File: config.mk
export PLATFORM = sky130hd
export DESIGN_NAME = writeback_buffer_flat
export DESIGN_NICKNAME = d
export VERILOG_FILES = /design/src/rtl/wb_pkg.sv /design/src/rtl/writeback_buffer_if.sv /design/src/rtl/wb_match.sv /design/src/rtl/writeback_buffer.sv /design/src/flat_wrapper.sv
export SDC_FILE = /design/constraint.sdc
export NUM_CORES = 1
export LEC_CHECK = 0
export BUFFER_PORTS_ARGS = -buffer_cell sky130_fd_sc_hd__buf_2
export CORE_ASPECT_RATIO = 0.9
export CORE_MARGIN = 2
export CORE_UTILIZATION = 45
export CTS_CLUSTER_DIAMETER = 150
export DETAILED_ROUTE_END_ITERATION = 12
export GPL_TIMING_DRIVEN = 1
export PLACE_DENSITY = 0.69
export REMOVE_ABC_BUFFERS = 1
export SETUP_SLACK_MARGIN = 0.5
export SYNTH_ARGS = -nofsm -noshare
export SYNTH_HDL_FRONTEND = slang
export SYNTH_SLANG_ARGS = --single-unit
File: constraint.sdc
create_clock -name clk -period 3.58 [get_ports clk]
set_input_delay 0.716 -clock clk [delete_from_list [all_inputs] [get_ports clk]]
set_output_delay 0.716 -clock clk [all_outputs]
set_load 0.05 [all_outputs]
File: src/rtl/wb_pkg.sv
// Shared types and helpers for the write-back buffer that sits between the data cache and data RAM.
package wb_pkg;

    localparam int unsigned DATA_WIDTH = 32;
    localparam int unsigned ADDR_WIDTH = 32;

    typedef struct packed {
        logic                  valid;
        logic [ADDR_WIDTH-1:0] addr;
        logic [DATA_WIDTH-1:0] data;
    } wb_entry_t;

    // Word-granular compare: byte-offset bits are ignored.
    function automatic logic word_match(input logic [ADDR_WIDTH-1:0] a,
                                        input logic [ADDR_WIDTH-1:0] b);
        return a[ADDR_WIDTH-1:2] == b[ADDR_WIDTH-1:2];
    endfunction

endpackage

File: src/rtl/writeback_buffer_if.sv
// Cache-side eviction/fill signals and RAM-side port of the write-back buffer.
interface writeback_buffer_if
    import wb_pkg::*;
#(
    parameter int unsigned DEPTH = 4
);
    localparam int unsigned CW = $clog2(DEPTH) + 1;

    logic                  we_from_cache;
    logic [DATA_WIDTH-1:0] wd_from_cache;
    logic [ADDR_WIDTH-1:0] w_addr_from_cache;
    logic [ADDR_WIDTH-1:0] rd_addr;
    logic [DATA_WIDTH-1:0] rd_to_cache;
    logic [ADDR_WIDTH-1:0] ram_r_addr;
    logic [DATA_WIDTH-1:0] ram_rd;
    logic                  ram_we;
    logic [ADDR_WIDTH-1:0] ram_w_addr;
    logic [DATA_WIDTH-1:0] ram_wd;
    logic                  ram_ready;
    logic                  stall;
    logic                  full;
    logic [CW-1:0]         count;

    modport slave (
        input  we_from_cache, wd_from_cache, w_addr_from_cache, rd_addr, ram_rd, ram_ready,
        output rd_to_cache, ram_r_addr, ram_we, ram_w_addr, ram_wd, stall, full, count
    );

    modport master (
        output we_from_cache, wd_from_cache, w_addr_from_cache, rd_addr, ram_rd, ram_ready,
        input  rd_to_cache, ram_r_addr, ram_we, ram_w_addr, ram_wd, stall, full, count
    );

endinterface

File: src/rtl/wb_match.sv
// Combinational CAM over the buffer entries; a non-head hit is the newest and wins over the head.
module wb_match
    import wb_pkg::*;
#(
    parameter int unsigned DEPTH = 4,
    localparam int unsigned PW   = $clog2(DEPTH)
) (
    input  wb_entry_t             entries_i [DEPTH],
    input  logic [PW-1:0]         head_i,
    input  logic [ADDR_WIDTH-1:0] addr_i,
    input  logic                  retiring_i,
    output logic [DEPTH-1:0]      match_o,
    output logic                  hit_o,
    output logic [PW-1:0]         idx_o
);

    always_comb begin
        match_o = '0;
        hit_o   = 1'b0;
        idx_o   = head_i;
        for (int unsigned i = 0; i < DEPTH; i++) begin
            if (entries_i[i].valid && word_match(entries_i[i].addr, addr_i) &&
                !(retiring_i && head_i == PW'(i))) begin
                match_o[i] = 1'b1;
                hit_o      = 1'b1;
                if (head_i != PW'(i)) idx_o = PW'(i);
            end
        end
    end

endmodule

File: src/rtl/writeback_buffer.sv
// Write-back buffer: absorbs dirty evictions, drains one word per cycle to RAM, forwards and coalesces.
module writeback_buffer
    import wb_pkg::*;
#(
    parameter int unsigned DEPTH = 4
) (
    input logic               clk,
    input logic               rst,
    writeback_buffer_if.slave bus
);

    localparam int unsigned PW = $clog2(DEPTH);
    localparam int unsigned CW = $clog2(DEPTH) + 1;

    wb_entry_t         entries_q [DEPTH];
    wb_entry_t         entries_d [DEPTH];
    logic [PW-1:0]     head_q, head_d, tail_q, tail_d;
    logic [CW-1:0]     count_q, count_d;

    logic              ram_we;
    logic              full;
    logic              alloc;
    logic              f_hit, c_hit;
    logic [PW-1:0]     f_idx, c_idx;
    logic [DEPTH-1:0]  f_match, c_match;
    logic              wb_unused;

    wb_match #(.DEPTH(DEPTH)) u_fwd_match (
        .entries_i (entries_q),
        .head_i    (head_q),
        .addr_i    (bus.rd_addr),
        .retiring_i(1'b0),
        .match_o   (f_match),
        .hit_o     (f_hit),
        .idx_o     (f_idx)
    );

    wb_match #(.DEPTH(DEPTH)) u_coal_match (
        .entries_i (entries_q),
        .head_i    (head_q),
        .addr_i    (bus.w_addr_from_cache),
        .retiring_i(ram_we),
        .match_o   (c_match),
        .hit_o     (c_hit),
        .idx_o     (c_idx)
    );

    assign wb_unused = ^{f_match, c_idx};

    // Strobe is suppressed under reset so pending entries are discarded, never written.
    assign ram_we = !rst && (count_q != '0) && bus.ram_ready;
    assign full   = (count_q == CW'(DEPTH));
    assign alloc  = bus.we_from_cache && !c_hit && (!full || ram_we);

    assign bus.ram_we      = ram_we;
    assign bus.ram_w_addr  = entries_q[head_q].addr;
    assign bus.ram_wd      = entries_q[head_q].data;
    assign bus.ram_r_addr  = bus.rd_addr;
    assign bus.rd_to_cache = f_hit ? entries_q[f_idx].data : bus.ram_rd;
    assign bus.stall       = bus.we_from_cache && full && !ram_we && !c_hit;
    assign bus.full        = full;
    assign bus.count       = count_q;

    always_comb begin
        entries_d = entries_q;
        head_d    = head_q;
        tail_d    = tail_q;
        count_d   = count_q;
        if (ram_we) begin
            entries_d[head_q].valid = 1'b0;
            head_d = head_q + PW'(1);
        end
        if (bus.we_from_cache) begin
            for (int unsigned i = 0; i < DEPTH; i++) begin
                if (c_match[i]) entries_d[i].data = bus.wd_from_cache;
            end
        end
        // Allocation comes last: when full and retiring, tail aliases head and the new entry must survive.
        if (alloc) begin
            entries_d[tail_q] = '{valid: 1'b1, addr: bus.w_addr_from_cache, data: bus.wd_from_cache};
            tail_d = tail_q + PW'(1);
        end
        case ({alloc, ram_we})
            2'b10:   count_d = count_q + CW'(1);
            2'b01:   count_d = count_q - CW'(1);
            default: count_d = count_q;
        endcase
    end

    always_ff @(posedge clk) begin
        if (rst) begin
            for (int unsigned i = 0; i < DEPTH; i++) entries_q[i] <= '0;
            head_q  <= '0;
            tail_q  <= '0;
            count_q <= '0;
        end else begin
            entries_q <= entries_d;
            head_q    <= head_d;
            tail_q    <= tail_d;
            count_q   <= count_d;
        end
    end

endmodule

File: src/flat_wrapper.sv
// flat-port wrapper written by rule: the top's interface ports become plain ports
module writeback_buffer_flat import wb_pkg::*;
#(
    parameter int unsigned DEPTH = 4
)
  (clk, rst, bus_we_from_cache, bus_wd_from_cache, bus_w_addr_from_cache, bus_rd_addr, bus_ram_rd, bus_ram_ready, bus_rd_to_cache, bus_ram_r_addr, bus_ram_we, bus_ram_w_addr, bus_ram_wd, bus_stall, bus_full, bus_count);
  writeback_buffer_if #(.DEPTH(DEPTH)) bus_i ();
  input logic clk;
  input logic rst;
  input wire logic [$bits(bus_i.we_from_cache)-1:0] bus_we_from_cache;
  input wire logic [$bits(bus_i.wd_from_cache)-1:0] bus_wd_from_cache;
  input wire logic [$bits(bus_i.w_addr_from_cache)-1:0] bus_w_addr_from_cache;
  input wire logic [$bits(bus_i.rd_addr)-1:0] bus_rd_addr;
  input wire logic [$bits(bus_i.ram_rd)-1:0] bus_ram_rd;
  input wire logic [$bits(bus_i.ram_ready)-1:0] bus_ram_ready;
  output wire logic [$bits(bus_i.rd_to_cache)-1:0] bus_rd_to_cache;
  output wire logic [$bits(bus_i.ram_r_addr)-1:0] bus_ram_r_addr;
  output wire logic [$bits(bus_i.ram_we)-1:0] bus_ram_we;
  output wire logic [$bits(bus_i.ram_w_addr)-1:0] bus_ram_w_addr;
  output wire logic [$bits(bus_i.ram_wd)-1:0] bus_ram_wd;
  output wire logic [$bits(bus_i.stall)-1:0] bus_stall;
  output wire logic [$bits(bus_i.full)-1:0] bus_full;
  output wire logic [$bits(bus_i.count)-1:0] bus_count;
  assign bus_i.we_from_cache = bus_we_from_cache;
  assign bus_i.wd_from_cache = bus_wd_from_cache;
  assign bus_i.w_addr_from_cache = bus_w_addr_from_cache;
  assign bus_i.rd_addr = bus_rd_addr;
  assign bus_i.ram_rd = bus_ram_rd;
  assign bus_i.ram_ready = bus_ram_ready;
  assign bus_rd_to_cache = bus_i.rd_to_cache;
  assign bus_ram_r_addr = bus_i.ram_r_addr;
  assign bus_ram_we = bus_i.ram_we;
  assign bus_ram_w_addr = bus_i.ram_w_addr;
  assign bus_ram_wd = bus_i.ram_wd;
  assign bus_stall = bus_i.stall;
  assign bus_full = bus_i.full;
  assign bus_count = bus_i.count;
  writeback_buffer #(.DEPTH(DEPTH)) u_core (.clk(clk), .rst(rst), .bus(bus_i));
endmodule
==> impl_metrics.prom, run 1 <==
# TYPE chip_impl_metric gauge
chip_impl_info{name="clock_tree.root_cell",value="sky130_fd_sc_hd__clkbuf_16"} 1
chip_impl_metric{name="timing.critical_path.fanout_max",unit=""} 8
chip_impl_metric{name="placement_rows",unit=""} 65
chip_impl_metric{name="total_number_of_vias",unit=""} 14473
chip_impl_info{name="layout.cells.most_common_list",value="sky130_fd_sc_hd__mux2i_1 (237), sky130_fd_sc_hd__buf_2 (222), sky130_fd_sc_hd__dfxtp_1 (222)"} 1
chip_impl_metric{name="antenna_found_initial",unit=""} 9
chip_impl_metric{name="clock_tree.htree_level_count",unit=""} 1
chip_impl_metric{name="synth_area_per_cell",unit="um2"} 9.49
chip_impl_metric{name="fraction_of_the_yosys_area_taken_by_sequential_cells",unit="%"} 33.5
chip_impl_metric{name="synth-async-reset-ratio",unit="%"} 0
chip_impl_metric{name="min_path_cells",unit=""} 3
chip_impl_metric{name="p_seq_share",unit="%"} 34.3
chip_impl_metric{name="synth_cells",unit=""} 1683
chip_impl_metric{name="grt_start_max_net_pins",unit=""} 116
chip_impl_metric{name="cts-buffers-inserted",unit=""} 30
chip_impl_metric{name="floorplan.die_area",unit="mm2"} 0.0370
chip_impl_metric{name="placeableCoreArea",unit="mm2"} 0.0350
chip_impl_metric{name="power.ir.vdd_worst",unit="V"} 0.000372
chip_impl_metric{name="groute.usage.overall",unit="%"} 29.0
chip_impl_metric{name="via_count_of_the_first_global_routing_pass",unit=""} 13862
chip_impl_info{name="critPathMostFrequentCell",value="sky130_fd_sc_hd__buf_4"} 1
chip_impl_info{name="cp_cell_sequence",value="buf_2 -> buf_4 -> xnor2_2 -> nand4_1 -> nor4_1 -> nand2_1 -> buf_4 -> and4_4 -> nor4_4 -> buf_6 -> buf_12 -> o2bb2ai_1 -> a21oi_1 -> buf_4"} 1
chip_impl_info{name="final_common_cell",value="sky130_fd_sc_hd__mux2i_1"} 1
chip_impl_metric{name="io_buffer_count",unit=""} 261
chip_impl_metric{name="tightest_slew",unit="ns"} 0.992
chip_impl_metric{name="number_of_nets_with_antenna_violations_after_routing",unit=""} 0
chip_impl_metric{name="cellLeakagePower",unit="nW"} 9.26
chip_impl_metric{name="worst_slew_margin_rel",unit="%"} 33.9
chip_impl_metric{name="fmaxAchievable",unit="MHz"} 248
chip_impl_metric{name="worstRegToRegCells",unit=""} 13
chip_impl_metric{name="drt-initial-drc-count",unit=""} 1419
chip_impl_metric{name="design_power",unit="mW"} 9.93
chip_impl_metric{name="viasPerCell",unit=""} 6.01
chip_impl_metric{name="power.density_cell_area",unit="mW/mm2"} 476
chip_impl_metric{name="syn_to_final_growth",unit="%"} 30.8
chip_impl_info{name="grt_setup_unrepaired",value="yes"} 1
chip_impl_metric{name="timing.final.ws_setup",unit="ns"} -0.446
chip_impl_info{name="cts_tree",value="done"} 1
chip_impl_metric{name="final.period_utilization",unit="%"} 112
chip_impl_info{name="synth_top_cells_by_area",value="sky130_fd_sc_hd__dfxtp_1 (33%), sky130_fd_sc_hd__mux2i_1 (16%), sky130_fd_sc_hd__mux4_2 (9.0%), sky130_fd_sc_hd__xnor2_1 (6.7%), sky130_fd_sc_hd__xor2_1 (6.6%)"} 1
chip_impl_metric{name="netsw",unit="mW"} 3.48
chip_impl_metric{name="pre_cts_slack",unit="ns"} -0.478
chip_impl_metric{name="clk_pin_slew",unit="ns"} 0.06
chip_impl_metric{name="internal_power",unit="mW"} 6.44
chip_impl_info{name="crit_type",value="in -> out"} 1
chip_impl_metric{name="finalHoldViolations",unit=""} 0
chip_impl_info{name="worst_setup_path_start_kind",value="input port"} 1
chip_impl_metric{name="critical_path.n_buffers_inverters",unit=""} 6
chip_impl_metric{name="crit_path_max_incr_delay",unit="ns"} 0.35
chip_impl_metric{name="clock_insertion_delay_worst_skew",unit="ns"} 0.56
chip_impl_metric{name="dieWidth",unit="um"} 203
chip_impl_metric{name="fin_skew",unit="ns"} 0.0233
chip_impl_metric{name="report.final.setup_viol",unit=""} 32
chip_impl_metric{name="clkSinkCount",unit=""} 267
chip_impl_metric{name="drive_gt1_share",unit="%"} 36.1
chip_impl_info{name="worst_path_dominant_cell_family",value="simple AND/OR/NAND/NOR gates"} 1
chip_impl_metric{name="synth_enable_flop_cells",unit=""} 0
chip_impl_metric{name="globalRoute.totalOverflow",unit=""} 0
chip_impl_metric{name="worst-endpoint-required",unit="ns"} 2.86
chip_impl_info{name="failing_checks",value="setup timing"} 1
chip_impl_metric{name="cts_max_path_buffers",unit=""} 3
chip_impl_metric{name="totalWireLength",unit="um"} 56900
chip_impl_metric{name="worstSetupPathDepth",unit=""} 14
chip_impl_info{name="yosysTopAreaCell",value="sky130_fd_sc_hd__dfxtp_1"} 1
chip_impl_metric{name="synth.lib_cells_used.distinct",unit=""} 45
chip_impl_metric{name="grt_pass1_wl",unit="um"} 83600
chip_impl_metric{name="final_nets",unit=""} 2049
chip_impl_metric{name="yosys.area.top_type_share",unit="%"} 33.5
chip_impl_metric{name="drt_drc_violations_left",unit=""} 0
chip_impl_metric{name="fp.dieH",unit="um"} 183
chip_impl_metric{name="cts-hold-fix-buffers",unit=""} 0
chip_impl_metric{name="yosys_register_bits",unit=""} 267
chip_impl_info{name="min_path_type",value="in -> reg"} 1
chip_impl_metric{name="switching_share",unit="%"} 35.1
chip_impl_info{name="ys.flop_type",value="sky130_fd_sc_hd__dfxtp_1"} 1
chip_impl_metric{name="power.clock.fraction",unit="%"} 32.1
chip_impl_metric{name="last_weighted_congestion_value_of_the_routability_driven_placer",unit=""} 1.05
chip_impl_metric{name="hpwlAfterDp",unit="um"} 36700
chip_impl_info{name="worst_path_max_delay_cell",value="sky130_fd_sc_hd__nor4_1"} 1
chip_impl_metric{name="detailedRoute.firstPassIterationCount",unit=""} 6
chip_impl_metric{name="wl_per_cell",unit="um"} 23.6
chip_impl_metric{name="synthesis.yosys.warnings",unit=""} 0
chip_impl_metric{name="final.hold.worst_slack",unit="ns"} 0.450
chip_impl_metric{name="synth.cell_area",unit="mm2"} 0.0160
chip_impl_metric{name="final-max-slew-violation-count",unit=""} 0
chip_impl_metric{name="worst-endpoint-arrival",unit="ns"} 3.31
chip_impl_info{name="outcome",value="finished, violations left"} 1
chip_impl_metric{name="layout_min_cycle_time",unit="ns"} 4.03
chip_impl_metric{name="io_pins",unit=""} 266
chip_impl_info{name="endpoint_kind",value="output pin"} 1
chip_impl_metric{name="combPwrFrac",unit="%"} 33.7
chip_impl_metric{name="initial_utilization",unit="%"} 45.6
chip_impl_metric{name="max-cap-violations",unit=""} 0
==> per-stage QoR <==
stage               utilization (%)  TNS [ns]  cells  cell area, um2
finish                         59.7    -12.16   2409           20900
global placement               51.5    -18.40   2309           18000
global route                   59.7    -14.79   2407           20900
floorplan                         -   -566.07   1484           15000
CTS                            58.1     -9.66   2393           20300
detailed placement             51.5    -23.72   2309           18000
==> cell usage after synthesis (2+ instances only) <==
cell type	count
sky130_fd_sc_hd__dfxtp_1	267
sky130_fd_sc_hd__mux2i_1	259
sky130_fd_sc_hd__nor2_1	176
sky130_fd_sc_hd__clkbuf_1	125
sky130_fd_sc_hd__xnor2_1	122
sky130_fd_sc_hd__xor2_1	120
sky130_fd_sc_hd__a21oi_1	102
sky130_fd_sc_hd__nand3_1	74
sky130_fd_sc_hd__o21ai_0	65
sky130_fd_sc_hd__mux4_2	64
sky130_fd_sc_hd__nand2b_1	64
sky130_fd_sc_hd__nor4_1	38
sky130_fd_sc_hd__nand4_1	37
sky130_fd_sc_hd__buf_4	35
sky130_fd_sc_hd__o2bb2ai_1	33
sky130_fd_sc_hd__buf_2	19
sky130_fd_sc_hd__buf_1	17
sky130_fd_sc_hd__inv_1	10
sky130_fd_sc_hd__nand2_1	9
sky130_fd_sc_hd__ha_1	8
sky130_fd_sc_hd__buf_6	3
sky130_fd_sc_hd__nand4_2	3
sky130_fd_sc_hd__nor3_1	3
sky130_fd_sc_hd__o21ai_1	3
sky130_fd_sc_hd__a31oi_1	2
sky130_fd_sc_hd__mux2_2	2
sky130_fd_sc_hd__nand3b_1	2
sky130_fd_sc_hd__nor2b_1	2
sky130_fd_sc_hd__o21ba_2	2
sky130_fd_sc_hd__o21bai_1	2
==> registers in the layout, indices dropped and copies added, names as in the netlist <==
name and flops:
u_core.bus.count 3, u_core.entries_q 260, u_core.head_q 2, u_core.tail_q 2
==> power by group through the flow <==
stage	combinational (mW)	sequential (mW)	clock, mW
2_1_floorplan	1.74	3.47	0
3_3_place_gp	2.83	3.42	0
3_5_place_dp	2.87	3.43	0
4_1_cts	3.21	3.38	3.22
5_1_grt	3.48	3.42	3.35
6_report	3.35	3.40	3.18
==> cells by family (layout without fill, tap and decap cells) <==
logic type,count (synthesis),after routing,share of synthesized area [%]
XOR/XNOR,242,242,13.3
AO/OA/AOI/OAI,215,215,7.91
flip-flops,267,267,33.5
buffers and inverters,210,458,6.05
AND/OR/NAND/NOR,415,415,13.1
other,0,9,0
multiplexers,325,325,25.4
adder cells (fa/ha/maj),9,9,0.752
==> worst min-delay path: cells and delay by family <==
| kind | cells | cell delay [ns] |
|---|---|---|
| buf+inv | 1 | 0.11 |
| mux | 1 | 0.07 |
| simple gates | 1 | 0.07 |
==> layout make-up <==
class | instances | area [um2]
sequential | 267 | 5430
multi-input combinational | 1206 | 10700
timing repair buffer | 392 | 3110
clock buffer | 44 | 915
antenna | 9 | 22.5
tap | 469 | 587
fill | 2937 | 14100
inverter | 11 | 41.3
clock inverter | 11 | 105
==> timing repair <==
item,in CTS,in global routing
cloned,9,4
setup endpoints to repair,218,139
buffers inserted,20,3
pin swaps,43,18
resized for setup,208,83
==> worst paths after layout <==
check,start,to,slack [ns]
setup / recovery,bus_rd_addr[17],bus_rd_to_cache[3],-0.45
setup reg to reg,u_core.entries_q[258],u_core.entries_q[133],0.55
hold reg to reg,u_core.entries_q[151],u_core.entries_q[151],0.49
hold / removal,bus_wd_from_cache[19],u_core.entries_q[214],0.45
==> metal layers <==
layer | wire length [um] | vias up | part of all wire, % | GRT usage (%)
met5 | 0 | - | 0 | 0
met4 | 2310 | 0 | 4.1 | 10.1
met3 | 5180 | 161 | 9.1 | 5.07
met2 | 25100 | 788 | 44 | 44.9
met1 | 24200 | 7181 | 43 | 40.8
li1 | - | 6343 | - | -
No activity file was read; power rests on OpenSTA's default activity.
==> inputs of run 2 (changes only) <==
==> constraint.sdc (replaced) <==
create_clock -name clk -period 3.58 [get_ports clk]
set_input_delay 0.716 -clock clk [delete_from_list [all_inputs] [get_ports clk]]
set_output_delay 0.716 -clock clk [all_outputs]
set_load 0.02 [all_outputs]
==> impl_metrics.prom, run 2 (synthesis results as in run 1) <==
# TYPE chip_impl_metric gauge
chip_impl_metric{name="grt_start_max_net_pins",unit=""} 105
chip_impl_metric{name="worst_slew_margin_rel",unit="%"} 34.7
chip_impl_metric{name="critical_path.n_buffers_inverters",unit=""} 6
chip_impl_metric{name="last_weighted_congestion_value_of_the_routability_driven_placer",unit=""} 1.01
chip_impl_metric{name="cts-hold-fix-buffers",unit=""} 0
chip_impl_metric{name="viasPerCell",unit=""} 5.87
chip_impl_metric{name="clkSinkCount",unit=""} 267
chip_impl_info{name="cts_tree",value="done"} 1
chip_impl_metric{name="largest_reg_flops",unit=""} 260
chip_impl_metric{name="timing.final.ws_setup",unit="ns"} -0.364
chip_impl_info{name="endpoint_kind",value="output pin"} 1
chip_impl_info{name="worst_path_max_delay_cell",value="sky130_fd_sc_hd__dfxtp_2"} 1
chip_impl_metric{name="number_of_nets_with_antenna_violations_after_routing",unit=""} 0
chip_impl_metric{name="wl_per_cell",unit="um"} 22.9
chip_impl_metric{name="globalRoute.totalOverflow",unit=""} 0
chip_impl_metric{name="syn_to_final_growth",unit="%"} 31.5
chip_impl_metric{name="cts-buffers-inserted",unit=""} 30
chip_impl_metric{name="power.ir.vdd_worst",unit="V"} 0.000387
chip_impl_info{name="critPathMostFrequentCell",value="sky130_fd_sc_hd__buf_4"} 1
chip_impl_metric{name="drive_gt1_share",unit="%"} 38.0
chip_impl_metric{name="worst-endpoint-required",unit="ns"} 2.86
chip_impl_metric{name="dieWidth",unit="um"} 203
chip_impl_metric{name="hpwlAfterDp",unit="um"} 37600
chip_impl_metric{name="via_count_of_the_first_global_routing_pass",unit=""} 13903
chip_impl_metric{name="final_nets",unit=""} 2079
chip_impl_info{name="final_common_cell",value="sky130_fd_sc_hd__mux2i_1"} 1
chip_impl_metric{name="io_pins",unit=""} 266
chip_impl_metric{name="final.period_utilization",unit="%"} 110
chip_impl_metric{name="max-cap-violations",unit=""} 0
chip_impl_metric{name="floorplan.die_area",unit="mm2"} 0.0370
chip_impl_metric{name="drt-initial-drc-count",unit=""} 1384
chip_impl_metric{name="fin_skew",unit="ns"} 0.00930
chip_impl_info{name="worst_path_dominant_cell_family",value="buffers and inverters"} 1
chip_impl_metric{name="report.final.setup_viol",unit=""} 32
chip_impl_metric{name="fp.dieH",unit="um"} 183
chip_impl_info{name="cp_cell_sequence",value="xnor2_1 -> buf_4 -> nand4_1 -> nor4_2 -> buf_4 -> nand3_4 -> o2bb2ai_4 -> a21oi_4 -> buf_12 -> buf_16 -> buf_12 -> mux2i_1 -> a21oi_1 -> buf_4"} 1
chip_impl_metric{name="detailedRoute.firstPassIterationCount",unit=""} 5
chip_impl_metric{name="timing.critical_path.fanout_max",unit=""} 5
chip_impl_metric{name="clk_pin_slew",unit="ns"} 0.06
chip_impl_metric{name="clock_tree.htree_level_count",unit=""} 1
chip_impl_metric{name="final-max-slew-violation-count",unit=""} 0
chip_impl_metric{name="placeableCoreArea",unit="mm2"} 0.0350
chip_impl_metric{name="cellLeakagePower",unit="nW"} 9.37
chip_impl_info{name="grt_setup_unrepaired",value="yes"} 1
chip_impl_metric{name="crit_path_max_incr_delay",unit="ns"} 0.32
chip_impl_metric{name="antenna_found_initial",unit=""} 5
chip_impl_metric{name="cts_max_path_buffers",unit=""} 3
chip_impl_metric{name="drt_drc_violations_left",unit=""} 0
chip_impl_metric{name="worst-endpoint-arrival",unit="ns"} 3.23
chip_impl_metric{name="placement_rows",unit=""} 65
chip_impl_info{name="layout.cells.most_common_list",value="sky130_fd_sc_hd__mux2i_1 (247), sky130_fd_sc_hd__buf_2 (225), sky130_fd_sc_hd__dfxtp_1 (210)"} 1
chip_impl_info{name="outcome",value="finished, violations left"} 1
chip_impl_metric{name="total_number_of_vias",unit=""} 14281
chip_impl_metric{name="tightest_slew",unit="ns"} 0.980
chip_impl_metric{name="groute.usage.overall",unit="%"} 29.3
chip_impl_info{name="worst_setup_path_start_kind",value="flip-flop"} 1
chip_impl_metric{name="initial_utilization",unit="%"} 45.6
chip_impl_metric{name="grt_pass1_wl",unit="um"} 83900
chip_impl_info{name="min_path_type",value="in -> reg"} 1
chip_impl_metric{name="layout_min_cycle_time",unit="ns"} 3.94
chip_impl_metric{name="pre_cts_slack",unit="ns"} -0.524
chip_impl_metric{name="fill_cells",unit=""} 2914
chip_impl_info{name="largest-register",value="u_core.entries_q"} 1
chip_impl_metric{name="io_buffer_count",unit=""} 261
chip_impl_metric{name="clock_insertion_delay_worst_skew",unit="ns"} 0.56
chip_impl_metric{name="final.hold.worst_slack",unit="ns"} 0.444
chip_impl_metric{name="power.density_cell_area",unit="mW/mm2"} 451
chip_impl_info{name="failing_checks",value="setup timing"} 1
chip_impl_metric{name="finalHoldViolations",unit=""} 0
chip_impl_metric{name="totalWireLength",unit="um"} 55800
chip_impl_metric{name="fmaxAchievable",unit="MHz"} 254
chip_impl_info{name="clock_tree.root_cell",value="sky130_fd_sc_hd__clkbuf_16"} 1
chip_impl_info{name="crit_type",value="reg -> out"} 1
[run 2: changes by cell type in the layout (fill, tap and decap cells not counted), sizes merged]
| cell | change |
|---|---|
| buf | +35 |
| clkinv | -5 |
| diode | -4 |
| clkbuf | -1 |
[run 2: path summary, 6_finish.rpt]
check                           to  cells after the start  slack, ns             startpoint
max            bus_rd_to_cache[22]                     14      -0.36  u_core.entries_q[235]
min          u_core.entries_q[144]                      3       0.44  bus_wd_from_cache[14]
max reg2reg    u_core.bus.count[2]                     12       0.68  u_core.entries_q[254]
min reg2reg   u_core.entries_q[19]                      2       0.50   u_core.entries_q[19]
[run 2: power by group]
part / leakage, nW / switching, mW / internal [mW]
Sequential: 2.20 / 0.224 / 3.17
Clock: 0.494 / 1.28 / 1.88
Combinational: 6.68 / 1.58 / 1.34
[run 2: worst register-to-register path: cells and delay by family (launching register included)]
family,cells,cell delay (ns)
AO/OA/AOI/OAI,1,0.07
XOR/XNOR,1,0.32
adder cells (fa/ha/maj),1,0.35
buffers and inverters,2,0.34
flip-flops,1,0.43
multiplexers,2,0.51
AND/OR/NAND/NOR,5,0.77
[run 2: metrics by stage]
step                TNS, ns  util [%]  instance area, um2  cells  total power [mW]
finish                -9.79      60.0               21000   2434              9.47
global route         -13.96      60.0               21000   2433              9.80
CTS                   -7.63      59.0               20600   2427              9.43
detailed placement   -15.86      52.3               18300   2350              6.00
global placement     -14.47      52.3               18300   2350              5.96
floorplan           -546.59         -               15000   1484              4.89
[run 2: repair_timing]
item,CTS,global route
buffers inserted,17,2
pin swaps,54,10
resized for setup,241,63
cloned,6,0
endpoints found under the setup margin,58,35
[run 2: area by class of cell]
| class | instances | area [um2] | share of cell area [%] |
|---|---|---|---|
| clock buffers | 48 | 920 | 4.38 |
| inverters | 11 | 41.3 | 0.197 |
| clock inverters | 6 | 80.1 | 0.382 |
| diodes | 5 | 12.5 | 0.0596 |
| repair buffers | 422 | 3130 | 14.9 |
| multi-input cells | 1206 | 10800 | 51.3 |
| well taps | 469 | 587 | 2.80 |
| flip-flops and latches | 267 | 5450 | 26.0 |
[run 2: per-layer routing]
metal / track usage (%) / wire, um / share of wire, % / up-vias
met5: 0 / 11 / 0.020 / -
met3: 6.20 / 4920 / 8.8 / 133
met1: 40.6 / 23800 / 43 / 7064
li1: - / - / - / 6389
met2: 45.3 / 25200 / 45 / 693
met4: 10.1 / 1860 / 3.3 / 2
==> inputs of run 3 (changes only) <==
--- a/config.mk
+++ b/config.mk
@@ -13,7 +13,6 @@
 export DETAILED_ROUTE_END_ITERATION = 12
 export GPL_TIMING_DRIVEN = 1
 export PLACE_DENSITY = 0.69
-export REMOVE_ABC_BUFFERS = 1
 export SETUP_SLACK_MARGIN = 0.5
 export SYNTH_ARGS = -nofsm -noshare
 export SYNTH_HDL_FRONTEND = slang
==> impl_metrics.prom, run 3 (synthesis results as in run 1) <==
# TYPE chip_impl_metric gauge
chip_impl_info{name="crit_type",value="in -> out"} 1
chip_impl_metric{name="timing.critical_path.fanout_max",unit=""} 7
chip_impl_info{name="cp_cell_sequence",value="buf_2 -> buf_6 -> xnor2_2 -> buf_4 -> nand4_1 -> nor4_2 -> nand2_2 -> buf_6 -> nor2_1 -> buf_4 -> buf_4 -> nor4_4 -> buf_4 -> clkbuf_16 -> buf_12 -> o2bb2ai_1 -> a21oi_4 -> buf_2"} 1
chip_impl_metric{name="rrSetupSlack",unit="ns"} 0.60
chip_impl_metric{name="synth.net_count",unit=""} 1824
chip_impl_info{name="grt_setup_unrepaired",value="yes"} 1
chip_impl_metric{name="cts-hold-fix-buffers",unit=""} 0
chip_impl_metric{name="syn_to_final_growth",unit="%"} 34.3
chip_impl_metric{name="grt_start_max_net_pins",unit=""} 202
chip_impl_metric{name="dieWidth",unit="um"} 203
chip_impl_metric{name="worst_slew_margin_rel",unit="%"} 33.0
chip_impl_metric{name="largest_reg_flops",unit=""} 260
chip_impl_metric{name="design_power",unit="mW"} 9.81
chip_impl_info{name="outcome",value="finished, violations left"} 1
chip_impl_metric{name="tightest_slew",unit="ns"} 1.00
chip_impl_metric{name="worst-endpoint-required",unit="ns"} 2.86
chip_impl_info{name="failing_checks",value="setup timing"} 1
chip_impl_metric{name="hpwlAfterDp",unit="um"} 37100
chip_impl_metric{name="power.density_cell_area",unit="mW/mm2"} 458
chip_impl_metric{name="finalHoldViolations",unit=""} 0
chip_impl_metric{name="drive_gt1_share",unit="%"} 38.4
chip_impl_metric{name="drt-initial-drc-count",unit=""} 1243
chip_impl_metric{name="finalNonFillerCells",unit=""} 2413
chip_impl_metric{name="clk_pin_slew",unit="ns"} 0.06
chip_impl_metric{name="io_buffer_count",unit=""} 261
chip_impl_metric{name="wl_per_cell",unit="um"} 22.6
chip_impl_metric{name="placement_rows",unit=""} 65
chip_impl_metric{name="clock_insertion_delay_worst_skew",unit="ns"} 0.57
chip_impl_metric{name="fp.dieH",unit="um"} 183
chip_impl_metric{name="floorplan.die_area",unit="mm2"} 0.0370
chip_impl_info{name="min_path_type",value="in -> reg"} 1
chip_impl_info{name="clock_tree.root_cell",value="sky130_fd_sc_hd__clkbuf_16"} 1
chip_impl_metric{name="fill_cells",unit=""} 2836
chip_impl_metric{name="cellLeakagePower",unit="nW"} 9.27
chip_impl_metric{name="cts-buffers-inserted",unit=""} 30
chip_impl_info{name="critPathMostFrequentCell",value="sky130_fd_sc_hd__buf_4"} 1
chip_impl_info{name="cts_tree",value="done"} 1
chip_impl_metric{name="globalRoute.totalOverflow",unit=""} 0
chip_impl_metric{name="via_count_of_the_first_global_routing_pass",unit=""} 13692
chip_impl_metric{name="grt_pass1_wl",unit="um"} 80400
chip_impl_metric{name="fin_skew",unit="ns"} 0.0216
chip_impl_metric{name="final.period_utilization",unit="%"} 113
chip_impl_info{name="worst_setup_path_start_kind",value="input port"} 1
chip_impl_metric{name="timing.final.ws_setup",unit="ns"} -0.473
chip_impl_metric{name="antenna_found_initial",unit=""} 6
chip_impl_info{name="worst_path_max_delay_cell",value="sky130_fd_sc_hd__nor4_2"} 1
chip_impl_metric{name="detailedRoute.firstPassIterationCount",unit=""} 6
chip_impl_metric{name="design_area",unit="mm2"} 0.0214
chip_impl_metric{name="fmaxAchievable",unit="MHz"} 247
chip_impl_metric{name="placeableCoreArea",unit="mm2"} 0.0350
chip_impl_metric{name="final_util",unit="%"} 61.3
chip_impl_metric{name="clkSinkCount",unit=""} 267
chip_impl_info{name="layout.cells.most_common_list",value="sky130_fd_sc_hd__buf_2 (235), sky130_fd_sc_hd__dfxtp_1 (227), sky130_fd_sc_hd__mux2i_1 (212)"} 1
chip_impl_metric{name="dpl-instance-area",unit="mm2"} 0.0187
chip_impl_metric{name="layout_min_cycle_time",unit="ns"} 4.05
chip_impl_metric{name="multi_input_area",unit="mm2"} 0.0112
chip_impl_metric{name="worst-endpoint-arrival",unit="ns"} 3.34
chip_impl_metric{name="report.final.setup_viol",unit=""} 32
chip_impl_info{name="final_common_cell",value="sky130_fd_sc_hd__buf_2"} 1
chip_impl_metric{name="final_nets",unit=""} 2060
chip_impl_metric{name="cts_max_path_buffers",unit=""} 3
chip_impl_metric{name="last_weighted_congestion_value_of_the_routability_driven_placer",unit=""} 0.987
chip_impl_metric{name="viasPerCell",unit=""} 5.86
chip_impl_metric{name="final-max-slew-violation-count",unit=""} 0
chip_impl_metric{name="groute.usage.overall",unit="%"} 27.9
chip_impl_metric{name="final.setup.tns",unit="ns"} -12.37
chip_impl_metric{name="power.ir.vdd_worst",unit="V"} 0.000397
chip_impl_metric{name="number_of_nets_with_antenna_violations_after_routing",unit=""} 0
chip_impl_metric{name="drt_drc_violations_left",unit=""} 0
chip_impl_metric{name="crit_path_max_incr_delay",unit="ns"} 0.35
chip_impl_metric{name="total_number_of_vias",unit=""} 14134
chip_impl_metric{name="dpl.cell_count",unit=""} 2326
chip_impl_info{name="endpoint_kind",value="output pin"} 1
chip_impl_metric{name="regArea",unit="mm2"} 0.00542
chip_impl_metric{name="initial_utilization",unit="%"} 45.6
chip_impl_metric{name="totalWireLength",unit="um"} 54600
chip_impl_metric{name="max-cap-violations",unit=""} 0
chip_impl_metric{name="pre_cts_slack",unit="ns"} -0.532
chip_impl_metric{name="io_pins",unit=""} 266
chip_impl_metric{name="final.hold.worst_slack",unit="ns"} 0.436
chip_impl_metric{name="clock_tree.htree_level_count",unit=""} 1
chip_impl_info{name="largest-register",value="u_core.entries_q"} 1
-- run 3: cell count changes in the layout (fill, tap and decap cells not counted), sizes merged --
cell / before / now
clkinv: 5 / 7
clkinvlp: 0 / 1
diode: 5 / 4
bufinv: 2 / 5
clkbuf: 49 / 47
buf: 421 / 397
-- run 3: report_power, final --
part           switching (mW)  internal [mW]  total (mW)
sequential              0.238           3.17        3.40
combinational            1.62           1.44        3.06
clock                    1.29           2.06        3.35
-- run 3: timing repair --
action	4_1_cts	5_1_grt
setup endpoints to repair	78	36
gates resized for setup	123	138
pin swaps	26	30
setup buffers	14	10
cloned	3	3
-- run 3: layout make-up --
class | count | area share [%]
clock inverter | 12 | 0.928
inverter | 11 | 0.193
tap | 469 | 2.74
clock buffer | 41 | 4.07
multi-input combinational | 1206 | 52.3
timing repair buffer | 403 | 14.4
antenna | 4 | 0.0467
sequential | 267 | 25.3
-- run 3: routing by layer --
layer  up-vias  wire, um  GRT usage (%)
met4         4      1850           9.43
li1       6350         -              -
met3       117      4860           6.09
met1      6961     22900           37.9
met5         -        21              0
met2       702     25000           44.2
-- run 3: path summary, 6_finish.rpt --
check                        start                     to  cells past startpoint
max                 bus_rd_addr[5]    bus_rd_to_cache[25]                     18
min           bus_wd_from_cache[7]  u_core.entries_q[202]                      3
max reg2reg  u_core.entries_q[112]    u_core.bus.count[2]                     12
min reg2reg  u_core.entries_q[156]  u_core.entries_q[156]                      2
-- run 3: worst max-delay path, delay by kind of cell --
kind	cells	cell delay, ns
buf+inv	10	1.48
xor+xnor	1	0.14
simple gates	5	0.67
compound gates	2	0.32
